$ cat config.mk
export PLATFORM = sky130hd
export DESIGN_NAME = hirose_present_stream_ctrl
export DESIGN_NICKNAME = d
export VERILOG_FILES = /design/src/rtl/hirose_present_stream_ctrl.sv
export SDC_FILE = /design/constraint.sdc
export NUM_CORES = 1
export LEC_CHECK = 0
export CAP_MARGIN = 15
export CORE_AREA = 2 2 189 191
export DETAILED_ROUTE_END_ITERATION = 8
export DIE_AREA = 0 0 191 193
export GPL_ROUTABILITY_DRIVEN = 1
export PLACE_DENSITY = 0.61
export RECOVER_POWER = 25
export SETUP_SLACK_MARGIN = 0.1
export SYNTH_ARGS = -nofsm -noshare
export SYNTH_HDL_FRONTEND = slang
export SYNTH_SLANG_ARGS = --single-unit
$ cat constraint.sdc
create_clock -name clk -period 1.6 [get_ports clk]
set_clock_uncertainty 0.1 [all_clocks]
set_input_delay 0.16 -clock clk [delete_from_list [all_inputs] [get_ports clk]]
set_output_delay 0.16 -clock clk [all_outputs]
set_load 0.02 [all_outputs]
$ cat src/rtl/hirose_present_stream_ctrl.sv
// -----------------------------------------------------------------------------
// hirose_present_stream_ctrl
//
// Streaming sequencer for one hirose_present compression core. It accepts a
// message as 16-bit blocks over a valid/ready handshake and keeps the 128-bit
// chaining state {H_left, H_right}. For every block it runs the core once:
// a one-cycle start pulse, a wait for the core to finish, then a chain update.
// The final chaining value is presented as the digest on a valid/ready output.
//
// Optional feature (macro HIROSE_CTRL_LEN_PAD_EN):
//   When defined, one extra compression runs after the last message block.
//   Its plaintext is the message block count (mod 2^CNT_W, low 16 bits).
//   When undefined, the pad logic is absent and DONE follows the last
//   block's chain update directly.
//
// Parameters:
//   IV_LEFT / IV_RIGHT : initial chaining halves, reloaded after each digest
//   C_CONST            : Hirose constant c driven to the core
//   CNT_W              : block counter width (wraps modulo 2^CNT_W)
//
// Ports:
//   clk, rst           : clock, synchronous active-high reset
//   s_data/s_valid/s_last/s_ready : message block input handshake
//   digest/digest_valid/digest_ready : final hash output handshake
//   core_rst           : one-cycle start pulse to the core
//   core_c             : constant c
//   core_plaintext     : block under compression, stable START..UPDATE
//   core_prev_left/right : current chaining halves
//   core_end_hash      : core done (level, cleared by core_rst)
//   core_hash_o        : core result {left, right}
//   busy               : high in every state except IDLE and DONE
//
// All handshake/status outputs are registered; their next values are derived
// from the next state so they line up with the state they describe.
// -----------------------------------------------------------------------------
module hirose_present_stream_ctrl #(
  parameter logic [63:0] IV_LEFT  = 64'h0,
  parameter logic [63:0] IV_RIGHT = 64'h0,
  parameter logic [63:0] C_CONST  = 64'hFFFF_FFFF_FFFF_FFFF,
  parameter int unsigned CNT_W    = 16
) (
  input  logic           clk,
  input  logic           rst,
  input  logic [15:0]    s_data,
  input  logic           s_valid,
  input  logic           s_last,
  output logic           s_ready,
  output logic [127:0]   digest,
  output logic           digest_valid,
  input  logic           digest_ready,
  output logic           core_rst,
  output logic [63:0]    core_c,
  output logic [15:0]    core_plaintext,
  output logic [63:0]    core_prev_left,
  output logic [63:0]    core_prev_right,
  input  logic           core_end_hash,
  input  logic [127:0]   core_hash_o,
  output logic           busy
);

  typedef enum logic [2:0] {
    ST_IDLE   = 3'd0,
    ST_START  = 3'd1,
    ST_WAIT   = 3'd2,
    ST_UPDATE = 3'd3,
    ST_ACCEPT = 3'd4,
    ST_DONE   = 3'd5
  } state_t;

  state_t             state_q, state_d;
  logic [63:0]        h_left_q, h_left_d;
  logic [63:0]        h_right_q, h_right_d;
  logic [CNT_W-1:0]   cnt_q, cnt_d;
  logic [15:0]        pt_q, pt_d;
  logic               last_q, last_d;
  logic               s_ready_q, s_ready_d;
  logic               digest_valid_q, digest_valid_d;
  logic               core_rst_q, core_rst_d;
  logic               busy_q, busy_d;
`ifdef HIROSE_CTRL_LEN_PAD_EN
  logic               pad_done_q, pad_done_d;

  // Low 16 bits of the block count, zero-extended when CNT_W < 16.
  function automatic logic [15:0] pad_block(input logic [CNT_W-1:0] cnt);
    logic [CNT_W+15:0] ext;
    ext = {{16{1'b0}}, cnt};
    return ext[15:0];
  endfunction
`endif

  // Next-state, datapath and registered-output computation.
  always_comb begin
    state_d   = state_q;
    h_left_d  = h_left_q;
    h_right_d = h_right_q;
    cnt_d     = cnt_q;
    pt_d      = pt_q;
    last_d    = last_q;
`ifdef HIROSE_CTRL_LEN_PAD_EN
    pad_done_d = pad_done_q;
`endif

    case (state_q)
      ST_IDLE, ST_ACCEPT: begin
        // The first accepted block in IDLE starts a new message.
        if (s_valid) begin
          pt_d    = s_data;
          last_d  = s_last;
          cnt_d   = cnt_q + CNT_W'(1);
          state_d = ST_START;
        end else begin
          state_d = state_q;
        end
      end
      ST_START: begin
        state_d = ST_WAIT;
      end
      ST_WAIT: begin
        // The core may already report completion on the first WAIT cycle.
        if (core_end_hash) begin
          state_d = ST_UPDATE;
        end else begin
          state_d = ST_WAIT;
        end
      end
      ST_UPDATE: begin
        h_left_d  = core_hash_o[127:64];
        h_right_d = core_hash_o[63:0];
        if (!last_q) begin
          state_d = ST_ACCEPT;
        end else begin
`ifdef HIROSE_CTRL_LEN_PAD_EN
          // last_flag stays set, so the pad block's UPDATE ends in DONE.
          if (!pad_done_q) begin
            pt_d       = pad_block(cnt_q);
            pad_done_d = 1'b1;
            state_d    = ST_START;
          end else begin
            state_d = ST_DONE;
          end
`else
          state_d = ST_DONE;
`endif
        end
      end
      ST_DONE: begin
        // Digest is held until taken; then chaining restarts from the IV.
        if (digest_ready) begin
          h_left_d  = IV_LEFT;
          h_right_d = IV_RIGHT;
          cnt_d     = '0;
`ifdef HIROSE_CTRL_LEN_PAD_EN
          pad_done_d = 1'b0;
`endif
          state_d   = ST_IDLE;
        end else begin
          state_d = ST_DONE;
        end
      end
      default: begin
        state_d = ST_IDLE;
      end
    endcase

    s_ready_d      = (state_d == ST_IDLE) || (state_d == ST_ACCEPT);
    digest_valid_d = (state_d == ST_DONE);
    core_rst_d     = (state_d == ST_START);
    busy_d         = (state_d != ST_IDLE) && (state_d != ST_DONE);
  end

  // State, chaining and output registers with synchronous reset.
  always_ff @(posedge clk) begin
    if (rst) begin
      state_q        <= ST_IDLE;
      h_left_q       <= IV_LEFT;
      h_right_q      <= IV_RIGHT;
      cnt_q          <= '0;
      pt_q           <= 16'h0;
      last_q         <= 1'b0;
      s_ready_q      <= 1'b1;
      digest_valid_q <= 1'b0;
      core_rst_q     <= 1'b0;
      busy_q         <= 1'b0;
`ifdef HIROSE_CTRL_LEN_PAD_EN
      pad_done_q     <= 1'b0;
`endif
    end else begin
      state_q        <= state_d;
      h_left_q       <= h_left_d;
      h_right_q      <= h_right_d;
      cnt_q          <= cnt_d;
      pt_q           <= pt_d;
      last_q         <= last_d;
      s_ready_q      <= s_ready_d;
      digest_valid_q <= digest_valid_d;
      core_rst_q     <= core_rst_d;
      busy_q         <= busy_d;
`ifdef HIROSE_CTRL_LEN_PAD_EN
      pad_done_q     <= pad_done_d;
`endif
    end
  end

  assign s_ready         = s_ready_q;
  assign digest_valid    = digest_valid_q;
  assign digest          = {h_left_q, h_right_q};
  assign core_rst        = core_rst_q;
  assign core_c          = C_CONST;
  assign core_plaintext  = pt_q;
  assign core_prev_left  = h_left_q;
  assign core_prev_right = h_right_q;
  assign busy            = busy_q;

endmodule

# Word-level counts from Yosys, hierarchy flattened

Index checks and enable logic that the tools add are counted.

Output and inout bits: 340
Bits in registers: 152
Bits of input ports: 150
Word-level logic and storage cells: 36

Muxes and demuxes: 8
Eq/ne operators: 10
Reduce and logical (&&, ||, !) cells: 9

Operators with widths:

| cell               | number |
|---|---|
| $pmux 64 s2        | 2 |
| $mux 64            | 1 |
| $pmux 3 s5         | 1 |
| $eq 3x3->1 const B | 4 |
| $eq 3x1->1 const B | 2 |
| $eq 3x2->1 const B | 2 |
| $logic_not 3->1    | 2 |
| $mux 3             | 2 |
| $reduce_and 2->1   | 2 |
| $ne 3x3->1 const B | 1 |
| $reduce_bool 3->1  | 1 |
| $mux 1             | 2 |
| $ne 2x2->1 const B | 1 |
| $reduce_bool 2->1  | 1 |
| $reduce_or 2->1    | 1 |
| $logic_and 1x1->1  | 1 |
| $logic_or 1x1->1   | 1 |

# Depth between registers and ports, before layout

Gate-level depths: netlist of run 1.

Depth after elaboration: 5
Depth in mapped cells: 5

# Worst setup path before layout of run 1

OpenSTA, ideal clock, no wires.

Path type: register to register
Start point: register state_q[2]
End point: register h_left_q[29], in the netlist core_prev_left[29]
Path buffers: 2
Clock period less this slack: 1.399 ns
Arrival: 1.181 ns
Cell stages (with the launch flop): 6
Data required time: 1.383 ns
Slack: 0.201 ns
Cell sequence: dfxtp_1 and2b_1 and3_1 buf_2 buf_4 a32o_1

Cells in the longest elaborated chain, start to end: 3

Ends and longest elaborated chain:

| element                                                          | line | RTL |
|---|---|---|
| start, declared                                                  | 70   | `state_t state_q, state_d;` |
| start signal, assigned                                           | 188  | `state_q <= state_d;` |
| $eq 3x3->1 / $eq 3x2->1 (equally long branches)                  | 103  | `case (state_q)` |
| $ne 2x2->1 (no line) / $reduce_bool 2->1 (equally long branches) | --   |  |
| $reduce_and 2->1 (no line)                                       | --   |  |
| end signal, assigned                                             | 189  | `h_left_q <= h_left_d;` |
| end, declared                                                    | 71   | `logic [63:0] h_left_q, h_left_d;` |

Several ways; a longest one is shown, not always the timed one.
A chain may end at the register's enable or synchronous reset.

# Worst setup path after layout of run 1

Start point: register state_q[2]
End point: register h_right_q[43], in the netlist core_prev_right[43]

Cells in the longest elaborated chain, start to end: 3

Ends and longest elaborated chain:

| element                                                          | line | RTL |
|---|---|---|
| $eq 3x3->1 / $eq 3x2->1 (equally long branches)                  | 103  |  |
| $ne 2x2->1 (no line) / $reduce_bool 2->1 (equally long branches) | --   |  |
| $reduce_and 2->1 (no line)                                       | --   |  |
| end signal, assigned                                             | 190  | `h_right_q <= h_right_d;` |
| end, declared                                                    | 72   | `logic [63:0] h_right_q, h_right_d;` |

Several ways; a longest one is shown, not always the timed one.

==> run summary, run 1 <==
initial antenna violation count: 0
Setup TNS: 0 ns
GRT Overall Usage: 11.18%
die width: 191 µm
std cell rows: 69
post-DR wirelength/cell: 16.37 µm
power density over the cells: 900.0 mW/mm²
overall power: 9.576 mW
CP required: 1.82 ns
top-count cell post-synth: buf_4
LEAKAGE: 5.031 nW
Initial Util: 18.55%
status: finished clean
number of buffers created by CTS: 17
Slew Viols, Final: 0
Final ANT Viol Nets: 0
Multi-input gate area: 0.001991 mm²
area grow syn2layout: 64.07%
core box area: 0.03496 mm²
Top Ports: 490
cell taking the most area after synthesis: dfxtp_1
fin crit period: 1.577 ns
Synth Warn #: 0
share of cells above drive strength 1: 9.169%
fin nets: 1,064
top_reg_cell synth: dfxtp_1
max cap viols: 0
Via density: 3.989
Final Cell Area: 0.01064 mm²
Fin. Hold Viols: 0
Final Util: 30.43%
Mean Syn Cell Area: 10.70 µm²
Int Power: 7.025 mW
Worst-path clk slew: 0.06 ns
vias in the first global route: 5,248
switch share: 26.64%
Final WS setup: 0.02260 ns
DP Cell Count: 1,349
worst-case clock buffer depth: 2
RSZ-0062 raised after global routing: true
final-report setup violation count: 0
clk sinks: 152
later-pin clock latency in the skew report: 0.43 ns
TritonCTS clock tree: done
maximum VDD drop: 0.0007006 V
mux share of post-synthesis cell area: 0.1544%
clock share of power: 42.0%
Yosys cell types: 30
Min Hold Slack: 0.1689 ns
Placed Area: 0.01026 mm²
Post-Synth XOR/XNOR Area: 0.1351%
WS Path Type: reg -> reg
final std cells w/o fill: 1,388
routability-driven placement congestion ratio: 0.7271
f_max: 634.0 MHz
Root Buffer: clkbuf_16
post-synthesis async set-or-reset flop share: 0%
Critical Path Start Type: flip-flop
top-area cell type share of the netlist area: 46.92%
Seq/Total Area, Yosys: 46.92%
Initial DRC Count: 171
Area contributors post-synth: dfxtp_1, buf_4, a32o_1
IO Port Bufs: 425
Synth Cell Area: 0.006485 mm²
Synth Area in Compound Gates: 22.34%
final wirelength: 22,720 µm
Worst Hold Class: in -> reg
storage element area: 0.003045 mm²
flops & latches, synth: 152
Vias: 5,537
CP max FO: 16
Die Span Y: 193 µm
ant diodes: 0
grt total ovfl: 0
Post-synth top cells: buf_4, dfxtp_1, a32o_1
# H-tree levels: 4
Synth Area in Simple Gates: 3.859%
largest family of logic cells by synthesized area: buffers and inverters
Post-CTS Hold Buffers: 0
crit share post-route: 98.59%
adder-cell share of the synthesized area: 0%
NetSw: 2.551 mW
# fillers: 3,718
Gate Count Post-Synth: 606
sequential share of power: 41.9%
DP Worst Slack: -0.1625 ns
Critical Path AT: 1.80 ns
detailed placer's ending HPWL: 16,260 µm
Comb pwr share: 16.1%
first drt pass iteration count: 4
DRC violations left: 0
Post-synth EDFFs: 0
largest net degree at the start of global routing: 62
die area: 0.03686 mm²
CP endpoint kind: flip-flop
first-pass GRT wire length: 31,330 µm
cell type report:
type,instances,area share [%]
clock buffers,21,4.327
clock inverters,11,1.129
inverters,1,0.05880
multi-input cells,274,18.71
flip-flops and latches,152,28.62
well taps,461,5.421
repair buffers,468,41.73
path summary, 6_finish.rpt:
kind	from	end	slack, ns	cells past startpoint
max reg2reg	state_q[2]	core_prev_right[43]	0.02	5
max	state_q[2]	core_prev_right[43]	0.02	5
min reg2reg	core_plaintext[2]	core_plaintext[2]	0.35	2
min	s_data[3]	core_plaintext[3]	0.17	3
timing repair:
item                                    4_1_cts  5_1_grt
cloned                                        1        5
endpoints found under the setup margin      395      176
buffers inserted                              0        1
pin swaps                                     0        2
gates resized for setup                     316       43
cell families (layout without fill, tap and decap cells):
logic type	Yosys count	count (layout)
muxes	1	1
xor gates and xnor gates	1	1
AOI/OAI and AO/OA	157	157
other	1	64
buffers and inverters	243	501
DFF	152	152
and+or+nand+nor	51	51
metal layers:
metal	part of all wire [%]	global-route usage (%)	wire length (µm)
met5	0	0	0
met4	0.95	3.608	215
met2	49	18.88	11170
met1	41	13.00	9357
met3	8.7	4.326	1974
critical path, stage by stage (launching register included):
cell and delay, ns:
dfxtp_2 0.34, and2b_2 0.25, and3_4 0.20, buf_12 0.17, clkbuf_16 0.19, a32o_1 0.21
power groups by stage:
stage          combinational, mW  clock [mW]  sequential, mW
3_3_place_gp                1.64           0            4.10
2_1_floorplan              0.785           0            4.23
5_1_grt                     1.65        4.37            4.03
3_5_place_dp                1.65           0            4.11
4_1_cts                     1.53        4.18            4.02
6_report                    1.54        4.02            4.02
layout by cell type, fill, tap and decap left out, types with 10 or more instances in the layout:
master	Yosys	routed
clkdlybuf4s50_1	0	149
clkbuf_1	13	20
a32o_1	128	128
buf_12	0	10
conb_1	1	64
dfxtp_1	152	150
a21oi_1	20	20
clkdlybuf4s15_1	0	29
dlygate4sd2_1	0	225
clkbuf_16	0	20
nand2_1	35	35
buf_4	205	24
sequential cells by signal, indices dropped and copies added, names as in the netlist, 3 cells and up:
register / cells
core_plaintext: 16
state_q: 3
core_prev_left: 64
core_prev_right: 64
Power figures use the tool's default switching activity.
==> run 2: changes to the inputs <==
--- a/config.mk
+++ b/config.mk
@@ -9,7 +9,7 @@
 export CORE_AREA = 2 2 189 191
 export DETAILED_ROUTE_END_ITERATION = 8
 export DIE_AREA = 0 0 191 193
-export GPL_ROUTABILITY_DRIVEN = 1
+export HOLD_SLACK_MARGIN = 0.02
 export PLACE_DENSITY = 0.61
 export RECOVER_POWER = 25
 export SETUP_SLACK_MARGIN = 0.1
==> results of run 2 <==
Final layout, timing and power as in run 1 (identical DEF).
==> run 3: changes to the inputs <==
--- a/config.mk
+++ b/config.mk
@@ -13,6 +13,7 @@
 export PLACE_DENSITY = 0.61
 export RECOVER_POWER = 25
 export SETUP_SLACK_MARGIN = 0.1
+export SKIP_LAST_GASP = 1
 export SYNTH_ARGS = -nofsm -noshare
 export SYNTH_HDL_FRONTEND = slang
 export SYNTH_SLANG_ARGS = --single-unit
==> run 3 against run 2 <==
Compared with the run above: sequential share of layout area hardly changed; largest power group unchanged; critical path type unchanged; power barely moved; setup slack about the same; flip-flop and latch count is the same; combinational power is essentially flat.
==> run summary, run 3 (synthesis gave the netlist of run 1 again) <==
status: finished clean
fin nets: 1,064 (unchanged)
first-pass GRT wire length: 31,330 µm (unchanged)
IO Port Bufs: 425 (unchanged)
GRT Overall Usage: 11.18% (unchanged)
Reg2Reg Launch Point: state_q[2]
Die Span Y: 193 µm (unchanged)
Worst Setup SP: state_q[2]
maximum VDD drop: 0.0006987 V (-0.27%)
overall power: 9.578 mW (about the same)
Final ANT Viol Nets: 0 (unchanged)
Top Ports: 490 (unchanged)
TritonCTS clock tree: done
commonest non-fill, non-tap cell in the layout: dlygate4sd2_1
routability-driven placement congestion ratio: 0.7271 (unchanged)
Vias: 5,559 (+0.40%)
die width: 191 µm (unchanged)
std cell rows: 69 (unchanged)
crit-path leading delay family: simple AND/OR/NAND/NOR gates
Critical Path Start Type: flip-flop
Final WS setup: 0.02270 ns (+0.00009470 ns)
CP required: 1.82 ns (about the same)
Slowest-stage cell, CP: dfxtp_2
LEAKAGE: 5.043 nW (+0.24%)
crit path buf inv count: 2 (unchanged)
Comb pwr share: 16.1% (about the same)
Worst path max stage delay: 0.34 ns (about the same)
share of cells above drive strength 1: 9.169% (unchanged)
sequential share of power: 41.9% (about the same)
CP max FO: 16 (unchanged)
final wirelength: 22,780 µm (+0.27%)
first drt pass iteration count: 4 (unchanged)
switch share: 26.66% (about the same)
Worst Hold Class: in -> reg
RSZ-0062 raised after global routing: true
Worst-path clk slew: 0.06 ns (about the same)
# H-tree levels: 4 (unchanged)
largest net degree at the start of global routing: 62 (unchanged)
number of buffers created by CTS: 17 (unchanged)
crit share post-route: 98.58% (about the same)
core box area: 0.03496 mm² (unchanged)
Slew Viols, Final: 0 (unchanged)
fin crit period: 1.577 ns (-0.00009470 ns)
Final Cell Area: 0.01065 mm² (about the same)
Placed Area: 0.01026 mm² (unchanged)
commonest cells after routing, fill and taps aside: dlygate4sd2_1, dfxtp_1, clkdlybuf4s50_1, a32o_1, conb_1
power density over the cells: 899.4 mW/mm² (about the same)
crit-path cells: and2b_2 -> and3_4 -> buf_12 -> clkbuf_16 -> a32o_1
Post-CTS Hold Buffers: 0 (unchanged)
Root Buffer: clkbuf_16
grt total ovfl: 0 (unchanged)
clk sinks: 152 (unchanged)
Initial DRC Count: 158 (-7.6%)
final-report setup violation count: 0 (unchanged)
later-pin clock latency in the skew report: 0.43 ns (about the same)
Via density: 4.005 (+0.40%)
DP Worst Slack: -0.1625 ns (unchanged)
Critical Path AT: 1.80 ns (about the same)
CP endpoint kind: flip-flop
NetSw: 2.553 mW (about the same)
area grow syn2layout: 64.21% (about the same)
f_max: 634.0 MHz (about the same)
clock share of power: 42.0% (about the same)
initial antenna violation count: 0 (unchanged)
Int Power: 7.025 mW (about the same)
WS Path Type: reg -> reg
Hold Startpoint: s_data[3]
post-DR wirelength/cell: 16.41 µm (+0.27%)
die area: 0.03686 mm² (unchanged)
Initial Util: 18.55% (unchanged)
ant diodes: 0 (unchanged)
max cap viols: 0 (unchanged)
worst-case clock buffer depth: 2 (unchanged)
DRC violations left: 0 (unchanged)
Fin. Hold Viols: 0 (unchanged)
vias in the first global route: 5,248 (unchanged)
detailed placer's ending HPWL: 16,260 µm (unchanged)
-- run 3: cell count changes in the layout (fill, tap and decap cells not counted), sizes merged --
cell and delta:
dlygate4sd2 +1, clkdlybuf4s15 +2, clkbuf -3
-- run 3: cell type report --
cell class              instances  area (µm²)
inverters                       1       6.256
well taps                     461       576.8
clock inverters                11       120.1
repair buffers                468        4458
multi-input cells             274        1982
flip-flops and latches        152        3045
clock buffers                  21       460.4
fillers                      3715       24320
-- run 3: power groups by stage --
stage               Combinational (mW)  Sequential (mW)  Clock [mW]
floorplan                        0.785             4.23           0
global placement                  1.64             4.10           0
detailed placement                1.65             4.11           0
CTS                               1.53             4.02        4.18
global route                      1.64             4.03        4.37
finish                            1.54             4.02        4.02
-- run 3: path summary, 6_finish.rpt --
kind	slack, ns	cells after the start	endpoint
worst max-delay path	0.02	5	core_prev_right[43]
worst min-delay path	0.17	3	core_plaintext[3]
worst max register to register	0.02	5	core_prev_right[43]
worst min register to register	0.35	2	core_plaintext[2]
-- run 3: worst reg2reg max path: stages, from the launching register on --
cell       delay [ns]
dfxtp_2          0.34
and2b_2          0.25
and3_4           0.20
buf_12           0.17
clkbuf_16        0.20
a32o_1           0.21
-- run 3: routing by layer --
| metal | up-vias | GRT usage [%] | wire length [µm] |
|---|---|---|---|
| met5 | - | 0 | 0 |
| met4 | 0 | 3.608 | 213 |
| met3 | 11 | 4.326 | 1997 |
| met2 | 274 | 18.88 | 11180 |
| met1 | 2675 | 13.00 | 9389 |
| li1 | 2599 | - | - |
-- run 3: stage by stage --
step,hold slack (ns),utilization [%],std cells,setup TNS (ns)
5_1_grt,0.1451,30.46,1388,-0.05019
6_report,0.1704,30.46,1388,0
2_1_floorplan,0.1483,-,669,0
4_1_cts,0.1289,30.26,1382,0
3_3_place_gp,0.3414,29.35,1349,-18.63
3_5_place_dp,0.3483,29.35,1349,-15.80
-- run 3: what timing repair did --
| action | CTS | global route |
|---|---|---|
| resized for setup | 316 | 38 |
| gates cloned | 1 | 5 |
| pin swaps | 0 | 1 |
| endpoints found under the setup margin | 395 | 176 |
| buffers inserted | 0 | 1 |
